$ cat config.mk
export PLATFORM = sky130hd
export DESIGN_NAME = mem_port_arbiter
export DESIGN_NICKNAME = d
export VERILOG_FILES = /design/src/rtl/risc_spm_pkg.sv /design/src/rtl/arb_wait_counter.sv /design/src/rtl/mem_port_arbiter.sv
export SDC_FILE = /design/constraint.sdc
export NUM_CORES = 1
export LEC_CHECK = 0
export CAP_MARGIN = 20
export CELL_PAD_IN_SITES_DETAIL_PLACEMENT = 1
export CELL_PAD_IN_SITES_GLOBAL_PLACEMENT = 1
export CORE_MARGIN = 2
export CORE_UTILIZATION = 18
export CTS_CLUSTER_DIAMETER = 100
export DETAILED_ROUTE_END_ITERATION = 6
export PLACE_DENSITY = 0.87
export SLEW_MARGIN = 20
export SYNTH_ARGS = -nofsm -noshare
export SYNTH_HDL_FRONTEND = slang
export SYNTH_SLANG_ARGS = --single-unit
$ cat constraint.sdc
create_clock -name clk -period 3.3 [get_ports clk]
set_input_delay 0.66 -clock clk [delete_from_list [all_inputs] [get_ports clk]]
set_output_delay 0.66 -clock clk [all_outputs]
set_load 0.02 [all_outputs]
$ cat src/rtl/risc_spm_pkg.sv
// ---------------------------------------------------------------------------
// risc_spm_pkg
// Shared definitions for the RISC-SPM memory subsystem.
//   word_size    : address and data width of the program/data memory
//   arb_state_t  : memory port arbiter state codes
//   port_id_t    : identifies which requester owns a grant
// ---------------------------------------------------------------------------
package risc_spm_pkg;

  localparam int word_size = 8;

  typedef enum logic [1:0] {
    S_RR    = 2'd0,
    S_LOCK  = 2'd1,
    S_FORCE = 2'd2
  } arb_state_t;

  typedef enum logic {
    PORT_CPU = 1'b0,
    PORT_LDR = 1'b1
  } port_id_t;

endpackage

$ cat src/rtl/arb_wait_counter.sv
// ---------------------------------------------------------------------------
// arb_wait_counter
// Saturating starvation counter for the memory port arbiter. Counts the
// cycles a requester has been refused and flags when the limit is reached.
// Ports:
//   clk     : system clock, rising edge
//   rst     : asynchronous reset, active-low
//   inc     : count one more refused cycle
//   clr     : clear the count (wins over inc)
//   at_max  : count has reached MAX_WAIT
// ---------------------------------------------------------------------------
module arb_wait_counter #(
  parameter int WAIT_W   = 3,
  parameter int MAX_WAIT = 4
) (
  input  logic clk,
  input  logic rst,
  input  logic inc,
  input  logic clr,
  output logic at_max
);

  localparam logic [WAIT_W-1:0] MAX_CNT = WAIT_W'(MAX_WAIT);

  logic [WAIT_W-1:0] count;

  // The count holds at MAX_CNT so a long stall cannot wrap back to zero and
  // hide the starvation condition from the arbiter.
  always_ff @(posedge clk or negedge rst) begin
    if (!rst) begin
      count <= '0;
    end else if (clr) begin
      count <= '0;
    end else if (inc && (count != MAX_CNT)) begin
      count <= count + WAIT_W'(1);
    end
  end

  assign at_max = (count == MAX_CNT);

endmodule

$ cat src/rtl/mem_port_arbiter.sv
// ---------------------------------------------------------------------------
// mem_port_arbiter
// Shares the single-port program/data memory between the RISC-SPM processor
// and the loader/debug port. One grant per cycle, round-robin on ties, an
// optional loader lock for bursts, and a starvation counter that forces a
// processor grant after MAX_WAIT refused cycles.
// Ports:
//   clk, rst                               : clock, async active-low reset
//   cpu_req/we/addr/wdata                  : processor request fields
//   cpu_gnt, cpu_rvalid, cpu_rdata         : processor grant / read return
//   ldr_req/we/addr/wdata, ldr_lock        : loader request fields and lock
//   ldr_gnt, ldr_rvalid, ldr_rdata         : loader grant / read return
//   mem_en/we/addr/wdata                   : memory macro command
//   mem_rdata                              : memory read data (1-cycle latency)
// ---------------------------------------------------------------------------
module mem_port_arbiter #(
  parameter int word_size = risc_spm_pkg::word_size,
  parameter int MAX_WAIT  = 4,
  parameter int WAIT_W    = 3
) (
  input  logic                 clk,
  input  logic                 rst,
  input  logic                 cpu_req,
  input  logic                 cpu_we,
  input  logic [word_size-1:0] cpu_addr,
  input  logic [word_size-1:0] cpu_wdata,
  output logic                 cpu_gnt,
  output logic                 cpu_rvalid,
  output logic [word_size-1:0] cpu_rdata,
  input  logic                 ldr_req,
  input  logic                 ldr_we,
  input  logic [word_size-1:0] ldr_addr,
  input  logic [word_size-1:0] ldr_wdata,
  input  logic                 ldr_lock,
  output logic                 ldr_gnt,
  output logic                 ldr_rvalid,
  output logic [word_size-1:0] ldr_rdata,
  output logic                 mem_en,
  output logic                 mem_we,
  output logic [word_size-1:0] mem_addr,
  output logic [word_size-1:0] mem_wdata,
  input  logic [word_size-1:0] mem_rdata
);

  import risc_spm_pkg::*;

  arb_state_t state;
  port_id_t   last_gnt;
  logic       cpu_rvalid_q;
  logic       ldr_rvalid_q;
  logic       at_max;
  logic       force_cpu;

  // Processor has waited long enough and still wants the memory.
  assign force_cpu = at_max && cpu_req;

  // Grant decode. Grants are gated by rst so nothing reaches the memory
  // while the block is held in reset.
  always_comb begin
    cpu_gnt = 1'b0;
    ldr_gnt = 1'b0;
    if (rst) begin
      case (state)
        S_RR: begin
          if (cpu_req && ldr_req) begin
            if (last_gnt == PORT_LDR) begin
              cpu_gnt = 1'b1;
            end else begin
              ldr_gnt = 1'b1;
            end
          end else begin
            cpu_gnt = cpu_req;
            ldr_gnt = ldr_req;
          end
        end
        S_LOCK:  ldr_gnt = ldr_req;
        S_FORCE: cpu_gnt = cpu_req;
        default: begin
          cpu_gnt = 1'b0;
          ldr_gnt = 1'b0;
        end
      endcase
    end
  end

  // Memory command mux: idle cycles drive zeros so the macro sees a clean bus.
  always_comb begin
    mem_en    = cpu_gnt | ldr_gnt;
    mem_we    = 1'b0;
    mem_addr  = '0;
    mem_wdata = '0;
    if (cpu_gnt) begin
      mem_we    = cpu_we;
      mem_addr  = cpu_addr;
      mem_wdata = cpu_wdata;
    end else if (ldr_gnt) begin
      mem_we    = ldr_we;
      mem_addr  = ldr_addr;
      mem_wdata = ldr_wdata;
    end
  end

  // Arbiter FSM, round-robin history and read-valid pipeline. The forced
  // grant is checked first in every state so a locked loader can never
  // starve the processor indefinitely.
  always_ff @(posedge clk or negedge rst) begin
    if (!rst) begin
      state        <= S_RR;
      last_gnt     <= PORT_LDR;
      cpu_rvalid_q <= 1'b0;
      ldr_rvalid_q <= 1'b0;
    end else begin
      cpu_rvalid_q <= cpu_gnt && !cpu_we;
      ldr_rvalid_q <= ldr_gnt && !ldr_we;

      if (cpu_gnt) begin
        last_gnt <= PORT_CPU;
      end else if (ldr_gnt) begin
        last_gnt <= PORT_LDR;
      end

      case (state)
        S_RR: begin
          if (force_cpu) begin
            state <= S_FORCE;
          end else if (ldr_gnt && ldr_lock) begin
            state <= S_LOCK;
          end
        end
        S_LOCK: begin
          if (force_cpu) begin
            state <= S_FORCE;
          end else if (!ldr_lock || !ldr_req) begin
            state <= S_RR;
          end
        end
        S_FORCE: begin
          if (ldr_lock && ldr_req) begin
            state <= S_LOCK;
          end else begin
            state <= S_RR;
          end
        end
        default: state <= S_RR;
      endcase
    end
  end

  // Read data is only passed through while the matching rvalid is high.
  assign cpu_rvalid = cpu_rvalid_q;
  assign ldr_rvalid = ldr_rvalid_q;
  assign cpu_rdata  = cpu_rvalid_q ? mem_rdata : '0;
  assign ldr_rdata  = ldr_rvalid_q ? mem_rdata : '0;

  // Starvation counter: counts refused processor cycles, clears on a
  // processor grant or when the processor stops asking.
  arb_wait_counter #(
    .WAIT_W   (WAIT_W),
    .MAX_WAIT (MAX_WAIT)
  ) u_wait_cnt (
    .clk    (clk),
    .rst    (rst),
    .inc    (cpu_req && !cpu_gnt),
    .clr    (!cpu_req || cpu_gnt),
    .at_max (at_max)
  );

endmodule

==> impl_metrics.ini, run 1 <==
[yosys]
ys_seq_area_share_pct = 27.9
avgSynthCellArea_um2 = 9.52
ys_seq_elements = 8
yosysWarnings = 0
netlist_instances = 76
syn_nets = 125
syn_area_um2 = 723
synth.distinct_cells = 25

[timing]
rsz0062_at_grt = false
fin_crit_sh_pct = 96.8
setup_viol = 0
fmax_ghz = 0.313
slew_viol_final = 0
finalHoldViolCount = 0
slew_headroom_pct = 82.3
worst_pin_slew_ps = 263
fin_skew_ps = 5.07
period_minus_slack_ps = 3200
tns_ps = 0

[worst_setup_path]
path_buf_inv = 3
crit_type = input port to primary output
critPathLaunch = rst
max_stage_delay_ps = 610
cp.required_ps = 2640
startpoint_type = input port
arrival_ps = 2540
timing.rr.end = state[0]
crit_end = mem_addr[2]
crit_fanout = 22
cp_top_family = buffers and inverters
slowest_stage = clkdlybuf4s50_1
rr_worst_depth = 5
critPathMostFrequentCell = clkdlybuf4s50_1
path_depth = 6
r2r_start = u_wait_cnt.count[0]
crit_chain = clkdlybuf4s50_1 -> nand3b_1 -> a21oi_4 -> buf_12 -> a22o_1 -> clkdlybuf4s50_1
worst-r2r-setup-slack_ps = 1880
crit_path_end_kind = primary output

[drt]
routed_via_density = 4.54
vias = 967
wl_mm = 3.26
drc_errors = 0
drtIter0Drc = 23
routedWlPerCell_um = 15.3
antenna_left = 0
firstDrtPassIters = 3

[finish]
area_growth_pct = 133
nets = 213
antenna_cells = 0
drive_gt1_share_pct = 7.98
final_design_area_no_fill_um2 = 1680
utilization_pct = 42.7
fillCellCount = 441

[power_and_ir_drop]
power_density_nw_per_um2 = 279
vdd_ir_drop_max_uv = 98.6
total_power_mw = 0.469
leakagePower_nw = 0.690

[placed_design]
globalplace.congestion = 0.754
dp_hpwl_mm = 2.76
dpl_cell_area_um2 = 1640
portBuffers = 84

[floorplanning]
die_area_um2 = 4540
ios = 85
die_h_um = 67.4
core_area_um2 = 3940
die_w_um = 67.4
start_util_pct = 18.3
num_rows = 23

[clock_tree]
clk_pin_slew_worst_paths_ps = 40
post-cts-setup-buffer-count = 0
postCtsHoldBufs = 0
h-tree-depth = 1
cts_root_buf = clkbuf_8
clk_latency_ps = 240
cts_made_buffers = 3
cts_sinks = 8
cts_resized = 0
cts_tree = done
cts_max_path_buffers = 2

[global_route]
gr-usage-all-layers_pct = 14.6
grt_use_met3_pct = 4.67
grt_start_max_net_pins = 23
use_met2_pct = 28.7
grt_antenna_before_repair = 0
grt_overflow = 0
grt-busiest-layer = met2
grt_pass1_wl_mm = 4.83
grt_pass1_vias = 1068
use_met1_pct = 13.8

[run_status]
status = finished, final reports clean

[hold_path]
hold_class = register to register
min_from = state[1]

[flow_run]
drv_cap = 0
worst reg2reg max path, stage by stage (launching register included):
cell and delay [ps]:
dfrtp_1 410, inv_1 80, ha_1 190, nand3_1 150
a41o_1 270, a41o_1 210
synthesized netlist by cell type, drive strengths merged:
master / instances / area share, %
nand2: 1 / 0.52
nor3: 3 / 4.2
mux2i: 1 / 1.4
a22o: 17 / 21
nor2: 2 / 1.0
nand3b: 3 / 3.1
inv: 4 / 2.1
and2b: 1 / 1.0
dfrtp: 7 / 24
nand3: 1 / 0.69
buf: 4 / 5.2
o21a: 1 / 1.0
dfstp: 1 / 3.6
ha: 2 / 3.5
and2: 16 / 14
o21ai: 1 / 0.69
nor2b: 4 / 3.8
xnor2: 1 / 1.2
a41o: 2 / 2.8
and4b: 1 / 1.4
a21oi: 3 / 4.2
state kept, by name, indices dropped and copies added (netlist names):
signal	flops
last_gnt	1
ldr_rvalid	1
state	2
cpu_rvalid	1
u_wait_cnt.count	3
cells by family (layout without fill, tap and decap cells):
group	Yosys count	after routing	share of synthesized area (%)
adder cells (fa/ha/maj)	2	2	3.46
buffers and inverters	8	95	7.26
AND/OR/NAND/NOR	32	32	29.6
XOR/XNOR	1	1	1.21
multiplexers	1	1	1.38
AO/OA/AOI/OAI	24	24	29.2
flip-flops	8	8	27.9
stage by stage:
step / worst slack [ps] / instances / hold WS, ps
2_1_floorplan: 1190 / 76 / 364
3_3_place_gp: 154 / 209 / 512
3_5_place_dp: 93.7 / 209 / 529
4_1_cts: 66.9 / 213 / 534
5_1_grt: 13.1 / 213 / 574
6_report: 104 / 213 / 537
power by group:
group	total (mW)	switching [mW]	leakage [nW]	internal, mW
combinational	0.225	0.0960	0.562	0.129
sequential	0.117	0.00879	0.105	0.108
clock	0.126	0.0422	0.0228	0.0840
placed cells by master (no fill, tap or decap), types with 3 or more instances in the layout:
cell             count
a22o_1              17
dfrtp_1              7
inv_1                4
clkdlybuf4s50_1     84
nor2b_1              3
nand3b_1             3
nor3_2               3
clkbuf_8             3
and2_1              16
worst min path at each step:
stage | end | slack (ps) | cells past startpoint
after floorplan | cpu_rvalid | 360 | 0
after global placement | state[1] | 510 | 1
after detailed placement | state[1] | 530 | 1
after CTS | state[1] | 530 | 1
after global routing | state[1] | 570 | 1
final | state[1] | 540 | 1
metal layers:
| metal | wire length (µm) | vias up |
|---|---|---|
| met2 | 1720 | 71 |
| met1 | 1120 | 439 |
| li1 | - | 452 |
| met4 | 43 | 0 |
| met3 | 384 | 5 |
| met5 | 0 | - |
area by class of cell:
| cell class | count | area (µm²) | share of cell area (%) |
|---|---|---|---|
| timing repair buffer | 87 | 888 | 52.8 |
| multi-input combinational | 60 | 469 | 27.9 |
| sequential | 8 | 201 | 12.0 |
| tap | 50 | 62.6 | 3.72 |
| clock buffer | 4 | 45.0 | 2.68 |
| inverter | 4 | 15.0 | 0.893 |
Note: power is estimated with default switching activity, not from simulation.
==> run 2, diff against run 1 <==
--- a/config.mk
+++ b/config.mk
@@ -9,11 +9,12 @@
 export CELL_PAD_IN_SITES_DETAIL_PLACEMENT = 1
 export CELL_PAD_IN_SITES_GLOBAL_PLACEMENT = 1
 export CORE_MARGIN = 2
-export CORE_UTILIZATION = 18
+export CORE_UTILIZATION = 19
 export CTS_CLUSTER_DIAMETER = 100
 export DETAILED_ROUTE_END_ITERATION = 6
-export PLACE_DENSITY = 0.87
+export PLACE_DENSITY = 0.89
 export SLEW_MARGIN = 20
 export SYNTH_ARGS = -nofsm -noshare
 export SYNTH_HDL_FRONTEND = slang
+export SYNTH_HIERARCHICAL = 1
 export SYNTH_SLANG_ARGS = --single-unit
==> impl_metrics.ini, run 2 <==
[yosys]
ys_seq_elements = 8
yosys_most_used_dff = dfrtp_1
async_flop_share_pct = 100
synth_enable_flop_cells = 0
synth_top_cell_by_area = dfrtp_1
yosys.area.top_type_share_pct = 23.5
yosys-top-cells-area = dfrtp_1 24%, a22o_1 20%, and2_1 14%, buf_6 4.5%, dfstp_2 3.5%
syn_nets = 129
ys_seq_area_share_pct = 27.1
syn_area_um2 = 744
synth.distinct_cells = 24
yosysWarnings = 6
synth_common_cells = 17 x a22o_1, 17 x and2_1, 7 x dfrtp_1
netlist_instances = 80
avgSynthCellArea_um2 = 9.31

[timing]
worst_pin_slew_ps = 241
tns_ps = 0
slew_viol_final = 0
fmax_ghz = 0.312
finalHoldViolCount = 0
fin_crit_sh_pct = 97.2
rsz0062_at_grt = false
setup_viol = 0
fin_skew_ps = 3.26
slew_headroom_pct = 83.9
period_minus_slack_ps = 3210

[floorplanning]
core_area_um2 = 3720
start_util_pct = 20.0
die_w_um = 66.6
die_area_um2 = 4430
num_rows = 22
die_h_um = 66.6
ios = 85

[flow_run]
drv_cap = 0

[drt]
firstDrtPassIters = 2
drc_errors = 0
routedWlPerCell_um = 14.4
vias = 982
antenna_left = 0
routed_via_density = 4.53
wl_mm = 3.12
drtIter0Drc = 13

[placed_design]
portBuffers = 84
dp_hpwl_mm = 2.64
globalplace.congestion = 0.691

[worst_setup_path]
arrival_ps = 2550
crit_chain = clkdlybuf4s50_1 -> inv_2 -> o311a_4 -> a22o_1 -> clkdlybuf4s50_1
critPathLaunch = ldr_req
startpoint_type = input port
cp_top_family = buffers and inverters
rr_worst_depth = 4
crit_type = input port to primary output
r2r_start = state[1]
slowest_stage = clkdlybuf4s50_1
critPathMostFrequentCell = clkdlybuf4s50_1
path_depth = 5
crit_fanout = 22
path_buf_inv = 3
max_stage_delay_ps = 540
crit_end = mem_wdata[2]
timing.rr.end = u_wait_cnt/count[0]
worst-r2r-setup-slack_ps = 1470
cp.required_ps = 2640
crit_path_end_kind = primary output

[finish]
area_growth_pct = 128
utilization_pct = 45.7
largest-register = u_wait_cnt/count
largest_reg_flops = 3
nets = 219
drive_gt1_share_pct = 8.28
antenna_cells = 0
layout_common_cells = 84 x clkdlybuf4s50_1, 17 x a22o_1, 17 x and2_1, 7 x dfrtp_1
final_common_cell = clkdlybuf4s50_1
largestRegisters = u_wait_cnt/count x3, state x2

[clock_tree]
post-cts-setup-buffer-count = 0
postCtsHoldBufs = 0
cts_made_buffers = 3
h-tree-depth = 1
cts_resized = 0
cts_root_buf = clkbuf_8
clk_pin_slew_worst_paths_ps = 40
cts_max_path_buffers = 2
clk_latency_ps = 230
cts_sinks = 8
cts_tree = done

[power_and_ir_drop]
power_density_nw_per_um2 = 263
total_power_mw = 0.446
leakagePower_nw = 0.684
vdd_ir_drop_max_uv = 119

[global_route]
grt_antenna_before_repair = 0
grt_start_max_net_pins = 23
grt_pass1_vias = 1004
grt_overflow = 0
gr-usage-all-layers_pct = 13.9
grt_pass1_wl_mm = 4.59

[run_status]
status = finished, final reports clean

[hold_path]
hold_class = register to register
## run 2: changes by cell type after synthesis, sizes merged, moves of 2 or more
cell,change
nand3b,-2
a21oi,+2
nand2b,+4
a41o,-2
## run 2: routing by layer
metal | part of all wire (%) | vias up | wire (µm) | track usage, %
li1 | - | 465 | - | -
met1 | 33 | 451 | 1030 | 12.8
met2 | 55 | 60 | 1720 | 27.9
met3 | 10 | 6 | 311 | 3.89
met4 | 2.0 | 0 | 61 | 5.61
met5 | 0 | - | 0 | 0
## run 2: worst min path at each step
| stage | depth (start not counted) | endpoint | startpoint |
|---|---|---|---|
| 2_1_floorplan | 0 | cpu_rvalid | rst |
| 3_3_place_gp | 2 | last_gnt | last_gnt |
| 3_5_place_dp | 2 | u_wait_cnt/count[1] | u_wait_cnt/count[1] |
| 4_1_cts | 2 | u_wait_cnt/count[1] | u_wait_cnt/count[1] |
| 5_1_grt | 2 | last_gnt | last_gnt |
| 6_report | 2 | last_gnt | last_gnt |
## run 2: cell type report
type	instances	area (µm²)
fillers	423	2020
repair buffers	88	883
multi-input cells	64	490
flip-flops and latches	8	201
well taps	48	60.1
clock buffers	4	45.0
inverters	5	18.8
## run 2: per-stage QoR
step,hold slack [ps],worst slack (ps),area (µm²),instances
after floorplan,364,1070,744,80
after global placement,548,96.2,1650,213
after detailed placement,584,79.6,1650,213
after CTS,603,68.2,1700,217
after global routing,615,12.0,1700,217
final,592,91.9,1700,217
## run 2: kinds of logic after synthesis
kind of cell / share of synthesized area [%]
simple gates: 28.4
compound gates: 30.8
buf+inv: 7.06
flops: 27.1
mux: 3.36
fa+ha+maj: 3.36
## run 2: power by group
part / switching [mW] / internal, mW / total [mW]
Clock: 0.0405 / 0.0839 / 0.124
Sequential: 0.00765 / 0.106 / 0.114
Combinational: 0.0853 / 0.123 / 0.208
## run 2: tightest hold or removal path, stage by stage (launching register included)
cell and delay, ps:
dfstp_2 380, a21oi_1 140, nor2_1 60
